==> src/rtl/wb_timer_pkg.sv <==
// Shared register map, CTRL field positions and bus types for wb_multi_timer.
package wb_timer_pkg;

  localparam int unsigned DATA_W       = 32;
  localparam int unsigned MAX_CH       = 8;
  localparam int unsigned PRESCALE_W   = 16;
  localparam int unsigned CTRL_EN_LSB  = 0;
  localparam int unsigned CTRL_PER_LSB = 8;

  localparam logic [4:0] OFF_CTRL     = 5'd0;
  localparam logic [4:0] OFF_STATUS   = 5'd1;
  localparam logic [4:0] OFF_MASK     = 5'd2;
  localparam logic [4:0] OFF_PRESCALE = 5'd3;
  localparam logic [4:0] OFF_LOAD0    = 5'd4;

  typedef enum logic [1:0] {
    BUS_IDLE = 2'b00,
    BUS_ACK  = 2'b01,
    BUS_RTY  = 2'b10
  } bus_state_e;

  typedef enum logic [2:0] {
    REG_CTRL,
    REG_STATUS,
    REG_MASK,
    REG_PRESCALE,
    REG_LOAD,
    REG_COUNT,
    REG_NONE
  } reg_kind_e;

  typedef struct packed {
    reg_kind_e  kind;
    logic [2:0] ch;
  } reg_dec_t;

  // Offsets 4.. alternate LOAD/COUNT per channel; channels past num_ch are unmapped.
  function automatic reg_dec_t decode_offset(input logic [4:0] off,
                                             input int unsigned num_ch,
                                             input bit prescale_en);
    reg_dec_t   d;
    logic [4:0] idx;
    d.kind = REG_NONE;
    d.ch   = '0;
    idx    = off - OFF_LOAD0;
    if (off == OFF_CTRL) begin
      d.kind = REG_CTRL;
    end else if (off == OFF_STATUS) begin
      d.kind = REG_STATUS;
    end else if (off == OFF_MASK) begin
      d.kind = REG_MASK;
    end else if (off == OFF_PRESCALE) begin
      if (prescale_en) d.kind = REG_PRESCALE;
    end else if (32'(idx[4:1]) < num_ch) begin
      d.kind = idx[0] ? REG_COUNT : REG_LOAD;
      d.ch   = idx[3:1];
    end
    return d;
  endfunction

endpackage

==> src/rtl/wb_timer_channel.sv <==
// One timer channel: LOAD register, up-counter, terminal compare and mode handling.
import wb_timer_pkg::*;

module wb_timer_channel #(
  parameter int unsigned CNT_W = 28
) (
  input  logic             clk,
  input  logic             rst,
  input  logic             tick,
  input  logic             enable,
  input  logic             periodic,
  input  logic             load_wr,
  input  logic [CNT_W-1:0] load_data,
  output logic [CNT_W-1:0] count,
  output logic [CNT_W-1:0] load,
  output logic             fire,
  output logic             done
);

  // A LOAD write restarts the channel, so it suppresses a coincident terminal event.
  assign fire = tick & enable & (count == load) & ~load_wr;
  assign done = fire & ~periodic;

  always_ff @(posedge clk) begin
    if (rst) begin
      count <= '0;
      load  <= '0;
    end else if (load_wr) begin
      load  <= load_data;
      count <= '0;
    end else if (tick && enable) begin
      count <= fire ? '0 : count + CNT_W'(1);
    end
  end

endmodule

==> src/rtl/wb_multi_timer.sv <==
// Wishbone multi-channel timer; prescaler compiled in with WB_MULTI_TIMER_PRESCALE_EN.
import wb_timer_pkg::*;

module wb_multi_timer #(
  parameter int unsigned NUM_CH   = 4,
  parameter int unsigned CNT_W    = 28,
  parameter logic [29:0] BASE_ADR = 30'h3FFFFFE0
) (
  input  logic        CLK_I,
  input  logic        RST_I,
  input  logic        CYC_I,
  input  logic        STB_I,
  input  logic        WE_I,
  input  logic [29:0] ADR_I,
  input  logic [31:0] DAT_I,
  output logic [31:0] DAT_O,
  output logic        ACK_O,
  output logic        RTY_O,
  output logic        interrupt_o
);

`ifdef WB_MULTI_TIMER_PRESCALE_EN
  localparam bit PRESCALE_EN = 1'b1;
`else
  localparam bit PRESCALE_EN = 1'b0;
`endif

  bus_state_e               bus_q, bus_d;
  reg_dec_t                 dec;
  logic                     sel, mapped, take, wr_en;
  logic                     ctrl_wr, status_wr, mask_wr;
  logic [NUM_CH-1:0]        load_wr, w1c;
  logic [NUM_CH-1:0]        en_q, per_q, pend_q, mask_q;
  logic [NUM_CH-1:0]        fire, done;
  logic [CNT_W-1:0]         count_v [NUM_CH];
  logic [CNT_W-1:0]         load_v  [NUM_CH];
  logic [DATA_W-1:0]        rdata;
  logic                     tick;
  logic                     unused_dat;

  assign unused_dat = ^DAT_I;

  assign sel    = CYC_I & STB_I & (ADR_I[29:5] == BASE_ADR[29:5]);
  assign dec    = decode_offset(ADR_I[4:0], NUM_CH, PRESCALE_EN);
  assign mapped = (dec.kind != REG_NONE);

  always_ff @(posedge CLK_I) begin
    if (RST_I) bus_q <= BUS_IDLE;
    else       bus_q <= bus_d;
  end

  // A terminator is always followed by one idle cycle before the next access is taken.
  always_comb begin
    bus_d = BUS_IDLE;
    take  = 1'b0;
    case (bus_q)
      BUS_IDLE: begin
        if (sel) begin
          take  = 1'b1;
          bus_d = mapped ? BUS_ACK : BUS_RTY;
        end
      end
      default: bus_d = BUS_IDLE;
    endcase
  end

  assign ACK_O = (bus_q == BUS_ACK);
  assign RTY_O = (bus_q == BUS_RTY);

  assign wr_en     = take & WE_I & mapped;
  assign ctrl_wr   = wr_en & (dec.kind == REG_CTRL);
  assign status_wr = wr_en & (dec.kind == REG_STATUS);
  assign mask_wr   = wr_en & (dec.kind == REG_MASK);

  always_comb begin
    load_wr = '0;
    w1c     = '0;
    for (int unsigned i = 0; i < NUM_CH; i++) begin
      load_wr[i] = wr_en && (dec.kind == REG_LOAD) && (dec.ch == 3'(i));
    end
    if (status_wr) w1c = DAT_I[NUM_CH-1:0];
  end

`ifdef WB_MULTI_TIMER_PRESCALE_EN
  logic                  prescale_wr;
  logic [PRESCALE_W-1:0] prescale_q, pdiv_q;

  assign prescale_wr = wr_en & (dec.kind == REG_PRESCALE);
  assign tick        = (pdiv_q == prescale_q);

  always_ff @(posedge CLK_I) begin
    if (RST_I) begin
      prescale_q <= '0;
      pdiv_q     <= '0;
    end else if (prescale_wr) begin
      prescale_q <= DAT_I[PRESCALE_W-1:0];
      pdiv_q     <= '0;
    end else if (tick) begin
      pdiv_q     <= '0;
    end else begin
      pdiv_q     <= pdiv_q + PRESCALE_W'(1);
    end
  end
`else
  assign tick = 1'b1;
`endif

  for (genvar g = 0; g < NUM_CH; g++) begin : g_ch
    wb_timer_channel #(
      .CNT_W(CNT_W)
    ) u_ch (
      .clk      (CLK_I),
      .rst      (RST_I),
      .tick     (tick),
      .enable   (en_q[g]),
      .periodic (per_q[g]),
      .load_wr  (load_wr[g]),
      .load_data(DAT_I[CNT_W-1:0]),
      .count    (count_v[g]),
      .load     (load_v[g]),
      .fire     (fire[g]),
      .done     (done[g])
    );
  end

  // Set beats clear on STATUS, and a CTRL write beats a one-shot self-disable.
  always_ff @(posedge CLK_I) begin
    if (RST_I) begin
      en_q        <= '0;
      per_q       <= '0;
      pend_q      <= '0;
      mask_q      <= '0;
      interrupt_o <= 1'b0;
    end else begin
      if (ctrl_wr) begin
        en_q  <= DAT_I[CTRL_EN_LSB +: NUM_CH];
        per_q <= DAT_I[CTRL_PER_LSB +: NUM_CH];
      end else begin
        en_q  <= en_q & ~done;
      end
      pend_q <= (pend_q & ~w1c) | fire;
      if (mask_wr) mask_q <= DAT_I[NUM_CH-1:0];
      interrupt_o <= |(pend_q & mask_q);
    end
  end

  always_comb begin
    rdata = '0;
    case (dec.kind)
      REG_CTRL: begin
        rdata[CTRL_EN_LSB +: NUM_CH]  = en_q;
        rdata[CTRL_PER_LSB +: NUM_CH] = per_q;
      end
      REG_STATUS: rdata[NUM_CH-1:0] = pend_q;
      REG_MASK:   rdata[NUM_CH-1:0] = mask_q;
`ifdef WB_MULTI_TIMER_PRESCALE_EN
      REG_PRESCALE: rdata[PRESCALE_W-1:0] = prescale_q;
`endif
      REG_LOAD: begin
        for (int unsigned i = 0; i < NUM_CH; i++) begin
          if (dec.ch == 3'(i)) rdata[CNT_W-1:0] = load_v[i];
        end
      end
      REG_COUNT: begin
        for (int unsigned i = 0; i < NUM_CH; i++) begin
          if (dec.ch == 3'(i)) rdata[CNT_W-1:0] = count_v[i];
        end
      end
      default: rdata = '0;
    endcase
  end

  always_ff @(posedge CLK_I) begin
    if (RST_I)                      DAT_O <= '0;
    else if (take && mapped && !WE_I) DAT_O <= rdata;
  end

endmodule

==> config.mk <==
export PLATFORM = sky130hd
export DESIGN_NAME = wb_multi_timer
export DESIGN_NICKNAME = d
export VERILOG_FILES = /design/src/rtl/wb_timer_pkg.sv /design/src/rtl/wb_timer_channel.sv /design/src/rtl/wb_multi_timer.sv
export SDC_FILE = /design/constraint.sdc
export NUM_CORES = 1
export LEC_CHECK = 0
export ABC_AREA = 0
export BUFFER_PORTS_ARGS = -buffer_cell sky130_fd_sc_hd__buf_2
export CAP_MARGIN = 20
export CELL_PAD_IN_SITES_DETAIL_PLACEMENT = 1
export CELL_PAD_IN_SITES_GLOBAL_PLACEMENT = 2
export CORE_UTILIZATION = 37
export DETAILED_ROUTE_END_ITERATION = 7
export HOLD_SLACK_MARGIN = 0.1
export PLACE_DENSITY = 0.9
export SYNTH_ARGS = -nofsm -noshare
export SYNTH_HDL_FRONTEND = slang
export SYNTH_SLANG_ARGS = --single-unit
==> constraint.sdc <==
create_clock -name CLK_I -period 3.2 [get_ports CLK_I]
set_clock_uncertainty 0.05 [all_clocks]
set_input_delay 0.64 -clock CLK_I [delete_from_list [all_inputs] [get_ports CLK_I]]
set_output_delay 0.64 -clock CLK_I [all_outputs]
set_load 0.02 [all_outputs]
; ---- After elaboration in Yosys (flattened, before gate mapping)
; Cells that the tools add are included.
[op_classes]
n_mux = 30
bitwise = 35
n_lt_le_gt_ge = 1
eq_ne = 18
addsub = 5
reduce_logical = 18
[op_table]
columns = operator, n
row1 = 2-to-1 mux 28 bit, 12
row2 = adder 28 x 1 -> 28 bit (second input constant), 4
row3 = equality test 28 bit, 4
row4 = one-hot mux 16 bit (2 select lines), 1
row5 = equality test 25 bit (second input constant), 1
row6 = one-hot mux 4 bit (5 select lines), 1
row7 = bitwise AND 1 bit, 19
row8 = 2-to-1 mux 3 bit, 6
row9 = bitwise AND 4 bit, 3
row10 = one-hot mux 4 bit (3 select lines), 1
row11 = equality test 5 x 2 -> 1 bit (second input constant), 2
row12 = inverter 1 bit, 10
row13 = equality test 3 x 2 -> 1 bit (second input constant), 3
row14 = 2-to-1 mux 4 bit, 2
row15 = inverter 4 bit, 2
row16 = one-hot mux 4 bit (2 select lines), 1
row17 = OR reduction 2 bit, 4
row18 = logical AND 1 bit, 7
row19 = equality test 3 x 1 -> 1 bit (second input constant), 2
row20 = equality test 3 bit (second input constant), 2
row21 = zero test 3 bit, 2
row22 = 2-to-1 mux 6 bit, 1
row23 = equality test 5 x 1 -> 1 bit (second input constant), 1
row24 = zero test 5 bit, 1
row25 = other kinds (13), 15
[totals]
inputBits = 67
output_inout_bits = 35
wordCells = 122
reg_bits = 271

; ---- Depth between registers and ports, before layout
; Gate-level depths: netlist of run 1.
[logic_depth]
depth_word = 17
mapped_depth = 11
mapped_depth_nobuf = 8

; ---- Hierarchy
; A second synthesis of run 1 with hierarchy kept.
[hier_totals]
hier_cells = 1668
area_unflattened_um2 = 14377.5
[by_module_without_submodules]
columns = module, seq_area_each_um2, n_inst, cells_per_inst, area_each_um2
row1 = wb_timer_channel, 1121.1, 4, 279, 2580.0
row2 = wb_multi_timer, 940.9, 1, 552, 4057.6

; ---- Worst setup path before layout of run 1
; Ideal clock, no wire load.
[synth_path]
kind = input -> register
from = input ADR_I[2]
to = register g_ch[2].u_ch.load[17]
setup_ns = 0.132
arrival_time_ns = 2.451
path_slack_ns = 0.567
required_ns = 3.018
cell_stages = 10
cell_sequence = inv_1 -> ha_1 -> or3_1 -> a21oi_2 -> nand3_1 -> or2_2 -> buf_2 -> buf_2 -> nand2_1 -> a21oi_1
[synth_via]
elab_chain_cells = 11
[synth_lines]
columns = item, line_no
row1 = from (decl), wb_multi_timer.sv:14  ; input logic [29:0] ADR_I,
row2 = subtractor 5 x 3 -> 5 bit, wb_timer_pkg.sv:45  ; idx = off - OFF_LOAD0;
row3 = less-than comparator 4 x 3 -> 1 bit, wb_timer_pkg.sv:54  ; end else if (32'(idx[4:1]) < num_ch) begin
row4 = 2-to-1 mux 5 bit, wb_timer_pkg.sv:54
row5 = 2-to-1 mux 6 bit, wb_timer_pkg.sv:52  ; end else if (off == OFF_PRESCALE) begin
row6 = 2-to-1 mux 3 bit, wb_timer_pkg.sv:50  ; end else if (off == OFF_MASK) begin
row7 = 2-to-1 mux 3 bit, wb_timer_pkg.sv:48  ; end else if (off == OFF_STATUS) begin
row8 = 2-to-1 mux 3 bit, wb_timer_pkg.sv:46  ; if (off == OFF_CTRL) begin
row9 = != test 3 bit, wb_multi_timer.sv:45  ; assign mapped = (dec.kind != REG_NONE);
row10 = bitwise AND 1 bit, wb_multi_timer.sv:70  ; assign wr_en = take & WE_I & mapped;
row11 = logical AND 1 bit, wb_multi_timer.sv:79  ; load_wr[i] = wr_en && (dec.kind == REG_LOAD) && (dec.ch == 3'(i));
row12 = logical AND 1 bit (*), wb_multi_timer.sv:79
row13 = to (signal assigned), wb_timer_channel.sv:29  ; load <= load_data;
row14 = to (decl), wb_timer_channel.sv:15  ; output logic [CNT_W-1:0] load,
; Every way passes the cells marked *; elsewhere a longest branch is shown, timed or not.
; A chain may end at the register's enable or synchronous reset.

; ---- Final worst setup path of run 1
[layout_path]
from = register g_ch[2].u_ch.count[22]
to = register g_ch[2].u_ch.count[15]
[layout_via]
elab_chain_cells = 4
[layout_lines]
columns = item, line_no
row1 = from (decl), wb_timer_channel.sv:14  ; output logic [CNT_W-1:0] count,
row2 = from (signal assigned), wb_timer_channel.sv:32  ; count <= fire ? '0 : count + CNT_W'(1);
row3 = equality test 28 bit, wb_timer_channel.sv:21  ; assign fire = tick & enable & (count == load) & ~load_wr;
row4 = bitwise AND 1 bit (2 in series), wb_timer_channel.sv:21
row5 = 2-to-1 mux 28 bit, wb_timer_channel.sv:32
; Every way passes these cells.

==> results of run 1 <==
## state kept, by name, indices dropped and copies added (netlist names)
register,flops
g_ch.u_ch.count,112
g_ch.u_ch.load,112
DAT_O,28
en_q,4
mask_q,4
pend_q,4
per_q,4
bus_q,2
interrupt_o,1
## metrics by stage
stage	worst slack (ns)	instance area [um2]	std cells	utilization	hold slack, ns
2_1_floorplan	0.567	14200	1765	-	0.393
3_3_place_gp	0.181	15400	2304	0.408	0.411
3_5_place_dp	0.110	15400	2304	0.408	0.418
4_1_cts	0.580	16400	2359	0.435	0.343
5_1_grt	0.419	16400	2359	0.435	0.353
6_report	0.571	16400	2359	0.435	0.357
## layer usage
metal  vias to the layer above  routed length (um)  GRT usage
li1                       6212                   -          -
met5                         -                   0          0
met1                      6575               23000      0.347
met2                       414               23900      0.440
met4                         0                2660      0.131
met3                       123                3000     0.0442
## kinds of logic (layout without fill, tap and decap cells)
family | Yosys count | in the layout | synth area share
AND/OR/NAND/NOR | 767 | 767 | 0.251
flip-flops | 271 | 271 | 0.383
adder cells (fa/ha/maj) | 6 | 6 | 0.00530
XOR/XNOR | 206 | 206 | 0.127
buffers and inverters | 140 | 223 | 0.0435
AO/OA/AOI/OAI | 300 | 300 | 0.138
multiplexers | 71 | 71 | 0.0512
other | 1 | 4 | 0.000265
## power breakdown
part | leakage, nW | internal, mW | switching (mW) | total (mW)
sequential | 2.18 | 3.38 | 0.0188 | 3.40
clock | 0.505 | 2.19 | 1.48 | 3.68
combinational | 3.49 | 0.142 | 0.310 | 0.452
total | 6.18 | 5.72 | 1.81 | 7.53
## Yosys cell counts (22+ instances only)
| cell type | instances |
|---|---|
| nand3_1 | 46 |
| nand2_1 | 338 |
| mux2i_1 | 69 |
| nor3_1 | 24 |
| o211a_1 | 22 |
| o211ai_1 | 51 |
| nor2_1 | 190 |
| xor2_1 | 81 |
| a21oi_1 | 144 |
| xnor2_1 | 125 |
| dfxtp_1 | 271 |
| clkbuf_1 | 62 |
| nand4_1 | 69 |
| buf_2 | 47 |
## worst max-delay path: cells and delay by family, from the launching register on
family	cells	cell delay, ns
AOI/OAI and AO/OA	1	0.63
xor gates and xnor gates	1	0.41
buffers and inverters	1	0.19
DFF	1	0.39
and+or+nand+nor	4	0.83
## cell usage in the layout, fill, tap and decap left out, types with 5 or more instances in the layout
cell	n
or2_2	5
nor4_1	16
and4_1	10
o22ai_1	8
a211oi_1	11
nor2b_1	12
nor3_1	24
o21a_1	6
mux2i_1	69
o221ai_1	19
buf_2	92
o211ai_1	51
clkbuf_1	13
o211a_1	22
inv_1	18
nand2_1	338
a21oi_1	144
dfxtp_1	271
a21boi_0	5
buf_4	43
and3_1	21
xor2_1	81
nand4_1	69
buf_12	14
xnor2_1	125
nor2_1	190
o21ai_0	11
clkbuf_16	37
ha_1	6
nand3_1	46
## how the worst min path moves through the flow
| stage | to | cells past startpoint | slack [ns] |
|---|---|---|---|
| floorplan | per_q[0] | 2 | 0.39 |
| global placement | g_ch[3].u_ch.load[7] | 2 | 0.41 |
| detailed placement | g_ch[2].u_ch.load[11] | 2 | 0.42 |
| CTS | g_ch[2].u_ch.load[22] | 3 | 0.34 |
| global route | g_ch[2].u_ch.load[22] | 3 | 0.35 |
| finish | g_ch[0].u_ch.load[23] | 3 | 0.36 |
## area by class of cell
cell class / count / area (um2)
fill: 4595 / 21300
multi-input combinational: 1354 / 8150
sequential: 271 / 5430
timing repair buffer: 149 / 1060
clock buffer: 54 / 1030
tap: 511 / 639
inverter: 19 / 71.3
clock inverter: 1 / 8.76
==> flow_summary.toml, run 1 <==
[global_route]
overflow = 0
grt_pass1_vias = 13600
antenna_found_initial = 0
grt_usage = 0.270
grt_max_degree = 142
grt_pass1_wl_um = 80000

[clock_tree]
root_buffer = "clkbuf_16"
htree_num_levels = 2
post_cts_buffers = 0
cts.path.max_buffers = 3
cts.sinks = 271
cts_tree = "built"
cts_hold_buf = 0
clk_pin_slew_worst_paths_ns = 0.06
cts_inserted_buffers = 35
worstSkewPairLatency_ns = 0.52
cts_resized = 0

[sta]
period_minus_slack_ns = 2.63
fmax_mhz = 380
slew_viol_final = 0
rsz0062_at_grt = "false"
final.setup.tns_ns = 0
relSlewSlack = 0.338
period_share = 0.822
setup_viol = 0
hold_viol = 0
tightest_slew_ns = 0.993

[worst_setup_path]
cp-startpoint = "g_ch[2].u_ch.count[22]"
required_ns = 3.55
worst_r2r_startpoint = "g_ch[2].u_ch.count[22]"
endpoint = "g_ch[2].u_ch.count[15]"
path_max_fanout = 24
critPathLaunchType = "register"
r2r_slack_ns = 0.57
worstPathArrival_ns = 2.98
end_kind = "register"
criticalPathCategory = "register to register"
cp_common_cell = "nand3_1"
crit_path_cell_trace = "xnor2_1, nand2_1, a2111oi_0, nand3_1, nand3_1, buf_12, nor2_1"
crit_path_max_incr_delay_ns = 0.63
timing.rr.end = "g_ch[2].u_ch.count[15]"
cpMaxStageDelayCell = "a2111oi_0"
r2r_cells = 7

[detailed_routing]
vias_per_cell = 5.65
drc = 0
final_antenna_net_count = 0
wl_um = 52500
dr.pass1.iters = 5
num_vias = 13300
drt-initial-drc-count = 949
wl_per_cell_um = 22.3

[die]
die_x_um = 198
core.rowCount = 71
ioPinCount = 102
coreArea_um2 = 37700
die_h_um = 198
dieArea_um2 = 39100
start_util = 0.376

[yosys]
ys_async_sr_fraction = 0
synth.distinct_cells = 66
netlist_instances = 1762
synth_top_cell_by_area = "dfxtp_1"
ys_seq_area_frac = 0.383
synth-warning-count = 0
synth_edf_count = 0
syn_area_um2 = 14200
synth_top_area_share = 0.383
synthFlopType = "dfxtp_1"
syn_avg_cell_area_um2 = 8.04
ys_ff_latch = 271
synth.area.top_cells = "dfxtp_1 (38%), nand2_1 (9.0%), xnor2_1 (7.7%)"

[final_layout]
final_layout_size_suffix_gt1_frac = 0.119
antenna_cells = 0
finalNetCount = 1903
syn_to_final_growth_pct = 15.7

[power_and_ir_drop]
ir_drop_mv = 0.322
power.total_mw = 7.53
p_per_area_nw_per_um2 = 460
leakagePower_nw = 6.18

[job]
max_cap_violations = 0

[outcome]
status = "complete, no violations"

[place]
gp_congestion = 0.947
port-buffer-count = 93
hpwl_um = 38900

[min_path]
hp-start = "DAT_I[23]"
hold_path_class = "primary input to register"
No activity file was read; power rests on OpenSTA's default activity.
==> run 2, diff against run 1 <==
==> constraint.sdc (replaced) <==
create_clock -name CLK_I -period 2.55 [get_ports CLK_I]
set_clock_uncertainty 0.05 [all_clocks]
set_input_delay 0.51 -clock CLK_I [delete_from_list [all_inputs] [get_ports CLK_I]]
set_output_delay 0.51 -clock CLK_I [all_outputs]
set_load 0.02 [all_outputs]
==> run 2 against run 1 <==
Net effect:
- via count up 4.3%
- clock power rose by 35%
- power increased by 31%
- wire length up 5.1%
- flip-flop and latch count unchanged
- non-clock buffer count rose by 107
- register-to-register slack lost 0.42 ns
- clock-buffer cell count increased by 1
- sequential power up 25%
- critical path depth grew 1
- fmax increased by 9.5%
- highest routed layer unchanged
==> flow_summary.toml, run 2 (synthesized netlist as in run 1, its figures left out) <==
[global_route]
overflow = 0
grt_usage = 0.287
grt_pass1_wl_um = 84800
grt_pass1_vias = 14400
antenna_found_initial = 0
grt_max_degree = 141

[clock_tree]
root_buffer = "clkbuf_16"
htree_num_levels = 2
cts_hold_buf = 0
clk_pin_slew_worst_paths_ns = 0.06
cts_resized = 1
cts.sinks = 271
post_cts_buffers = 0
worstSkewPairLatency_ns = 0.54
cts_tree = "built"
cts_inserted_buffers = 35
cts.path.max_buffers = 3

[die]
die_h_um = 198
die_x_um = 198
coreArea_um2 = 37700
dieArea_um2 = 39100
core.rowCount = 71
start_util = 0.376
ioPinCount = 102

[detailed_routing]
wl_per_cell_um = 22.3
final_antenna_net_count = 0
drc = 0
drt-initial-drc-count = 917
wl_um = 55200
num_vias = 13900
dr.pass1.iters = 5
vias_per_cell = 5.62

[final_layout]
fillCellCount = 4589
antenna_cells = 0
finalNetCount = 2010
top_regs = "g_ch.u_ch.count (112), g_ch.u_ch.load (112), DAT_O (28)"
syn_to_final_growth_pct = 23.0
final_common_cell = "nand2_1"
final_layout_size_suffix_gt1_frac = 0.174
final_cell_mix = "nand2_1 (338), dfxtp_1 (271), nor2_1 (190)"
post-route-cell-area_um2 = 17400

[sta]
rsz0062_at_grt = "false"
slew_viol_final = 0
final.setup.tns_ns = 0
setup_viol = 0
period_minus_slack_ns = 2.40
fin_ws_ns = 0.149
period_share = 0.942
tightest_slew_ns = 0.715
hold_viol = 0
fin_hold_ws_ns = 0.204
fmax_mhz = 416
relSlewSlack = 0.523

[place]
hpwl_um = 41100
gp_congestion = 0.944
placed_area_um2 = 16300
dpl_worst_slack_ns = -0.247
port-buffer-count = 93

[power_and_ir_drop]
p_per_area_nw_per_um2 = 565
leakagePower_nw = 6.82
power.total_mw = 9.85
ir_drop_mv = 0.346

[outcome]
status = "complete, no violations"

[worst_setup_path]
r2r_cells = 8
critPathLaunchType = "register"
required_ns = 2.92
worstPathArrival_ns = 2.77
path_max_fanout = 24
criticalPathCategory = "register to register"
end_kind = "register"

[job]
max_cap_violations = 0

[min_path]
hold_path_class = "primary input to register"
whs_path_depth = 3
[run 2: final cells by class]
type / instances / area, um2 / area share
clock buffers: 55 / 1100 / 0.0634
clock inverters: 7 / 37.5 / 0.00216
inverters: 19 / 71.3 / 0.00410
multi-input cells: 1354 / 8170 / 0.469
flip-flops and latches: 271 / 5430 / 0.312
well taps: 511 / 639 / 0.0367
repair buffers: 256 / 1970 / 0.113
[run 2: worst paths after layout]
path,slack [ns],from,to
setup / recovery,0.15,g_ch[2].u_ch.count[22],g_ch[2].u_ch.count[5]
hold / removal,0.20,DAT_I[24],g_ch[2].u_ch.load[24]
setup reg to reg,0.15,g_ch[2].u_ch.count[22],g_ch[2].u_ch.count[5]
hold reg to reg,0.43,g_ch[2].u_ch.load[11],g_ch[2].u_ch.load[11]
[run 2: power breakdown]
part	internal, mW	leakage, nW	switching, mW
sequential	4.25	2.18	0.0159
combinational	0.224	4.07	0.410
clock	2.96	0.567	1.99
[run 2: routing by layer]
layer  wire length, um  track usage  share of wire
met1             23400        0.360           0.42
met2             26600        0.493           0.48
met3              2730       0.0357          0.049
met4              2460        0.122          0.045
met5                 0            0              0
[run 2: worst max-delay path, stage by stage (launching register included)]
cell and delay, ns:
dfxtp_1 0.48, xnor2_2 0.20, nand2_1 0.15, a2111oi_1 0.51
buf_4 0.20, nand3_1 0.19, nand3_1 0.22, buf_12 0.19
nor2_1 0.07
[run 2: stage by stage]
step,utilization,std cells
3_5_place_dp,0.432,2411
6_report,0.462,2473
3_3_place_gp,0.432,2411
2_1_floorplan,-,1765
5_1_grt,0.462,2473
4_1_cts,0.462,2473
==> run 3, diff against run 2 <==
--- a/config.mk
+++ b/config.mk
@@ -10,10 +10,11 @@
 export CAP_MARGIN = 20
 export CELL_PAD_IN_SITES_DETAIL_PLACEMENT = 1
 export CELL_PAD_IN_SITES_GLOBAL_PLACEMENT = 2
-export CORE_UTILIZATION = 37
+export CORE_UTILIZATION = 38
+export CTS_BUF_LIST = sky130_fd_sc_hd__clkbuf_8
 export DETAILED_ROUTE_END_ITERATION = 7
 export HOLD_SLACK_MARGIN = 0.1
-export PLACE_DENSITY = 0.9
+export PLACE_DENSITY = 0.92
 export SYNTH_ARGS = -nofsm -noshare
 export SYNTH_HDL_FRONTEND = slang
 export SYNTH_SLANG_ARGS = --single-unit
==> run 3 against run 2 <==
Net effect:
- register-to-register slack about the same
- worst setup slack worse by 0.0031 ns
- sequential power about the same
- hold slack worse by 0.070 ns
- combinational power down 0.6%
- core utilization up 0.66 points
- fmax down 0.13%
- non-clock buffer count down 4
- critical path depth down 2
- first-iteration DRC count down 16%
- critical endpoint is now en_q[3]
- largest cell class unchanged
==> flow_summary.toml, run 3 (synthesized netlist as in run 1, its figures left out) <==
[outcome]
status = "complete, no violations"

[worst_setup_path]
r2r_slack_ns = 0.15
worst_r2r_startpoint = "g_ch[3].u_ch.count[10]"
critPathLaunchType = "register"
timing.rr.end = "en_q[3]"
criticalPathCategory = "register to register"
worstPathArrival_ns = 2.84
cp-startpoint = "g_ch[3].u_ch.count[10]"
required_ns = 2.99
r2r_cells = 6
end_kind = "register"
path_max_fanout = 4

[die]
core.rowCount = 70
die_x_um = 195
dieArea_um2 = 38000
ioPinCount = 102
coreArea_um2 = 36600
die_h_um = 195
start_util = 0.387

[clock_tree]
htree_num_levels = 2
cts_inserted_buffers = 50
cts.path.max_buffers = 3
worstSkewPairLatency_ns = 0.63
cts_tree = "built"
root_buffer = "clkbuf_8"
post_cts_buffers = 0
clk_pin_slew_worst_paths_ns = 0.07
cts.sinks = 271

[final_layout]
syn_to_final_growth_pct = 21.2
final_common_cell = "nand2_1"
final_layout_size_suffix_gt1_frac = 0.175
final_core_util = 0.469
layout.cells.non_filler = 2452
final_cell_mix = "nand2_1 (338), dfxtp_1 (271), nor2_1 (190)"
post-route-cell-area_um2 = 17200
top_regs = "g_ch.u_ch.count (112), g_ch.u_ch.load (112), DAT_O (28)"
antenna_cells = 0
finalNetCount = 2021

[place]
dp.cells = 2361
dpl_worst_slack_ns = -0.250
hpwl_um = 40600
gp_congestion = 0.973
port-buffer-count = 93
placed_area_um2 = 16100

[sta]
fin_ws_ns = 0.146
relSlewSlack = 0.543
slew_viol_final = 0
setup_viol = 0
fmax_mhz = 416
rsz0062_at_grt = "false"
period_minus_slack_ns = 2.40
period_share = 0.943
hold_viol = 0
final.setup.tns_ns = 0
tightest_slew_ns = 0.685
fin_hold_ws_ns = 0.133

[global_route]
grt_usage = 0.288
overflow = 0
grt_pass1_vias = 14400
grt_max_degree = 140
antenna_found_initial = 2
grt_pass1_wl_um = 84300

[detailed_routing]
wl_per_cell_um = 22.2
wl_um = 54500
num_vias = 13900
dr.pass1.iters = 5
drc = 0
final_antenna_net_count = 0
drt-initial-drc-count = 774
vias_per_cell = 5.67

[job]
max_cap_violations = 0

[power_and_ir_drop]
leakagePower_nw = 6.80
power.total_mw = 9.14
p_per_area_nw_per_um2 = 532
ir_drop_mv = 0.322

[min_path]
hp-start = "DAT_I[25]"
hold_path_class = "primary input to register"
whs_path_depth = 3
min_to = "g_ch[3].u_ch.load[25]"
[run 3: cell types whose count changed in the layout (fill, tap and decap cells not counted), sizes merged]
cell / change
clkinvlp: -1
clkbuf: +10
dlygate4sd3: +3
inv: +19
clkinv: -2
buf: -7
[run 3: final cells by class]
class,instances,area [um2]
Clock buffer,65,895
Fill cell,4416,19400
Inverter,19,71.3
Multi-Input combinational cell,1354,8160
Tap cell,468,586
Timing Repair Buffer,252,1940
Clock inverter,23,91.3
Sequential cell,271,5430
[run 3: power by group]
part / total, mW / internal [mW] / switching (mW)
combinational: 0.630 / 0.227 / 0.403
clock: 4.24 / 2.26 / 1.98
sequential: 4.27 / 4.25 / 0.0213
total: 9.14 / 6.73 / 2.40
[run 3: worst max-delay path: stages, from the launching register on]
cell and delay, ns:
dfxtp_1 0.33, xor2_1 0.18, nor4_1 0.40, nand4_1 0.20, or4_4 0.62, o311ai_0 0.36, a21oi_1 0.11
[run 3: timing repair]
action,CTS,global route
hold endpoints to repair,6,0
resized for setup,0,1
setup endpoints to repair,0,6
hold buffers,3,0
[run 3: metal layers]
metal  vias up  track usage  part of all wire
li1       6469            -                 -
met1      6864        0.358              0.42
met2       441        0.489              0.48
met4         2        0.132             0.041
met3       122       0.0466             0.059
met5         -            0           0.00024
[run 3: how the worst max path moves through the flow]
| stage | to | slack (ns) | depth (start not counted) |
|---|---|---|---|
| floorplan | g_ch[2].u_ch.load[17] | 0.05 | 10 |
| global placement | DAT_O[19] | -0.19 | 8 |
| detailed placement | DAT_O[17] | -0.25 | 12 |
| CTS | en_q[3] | 0.10 | 6 |
| global route | en_q[3] | 0.007 | 6 |
| finish | en_q[3] | 0.15 | 6 |
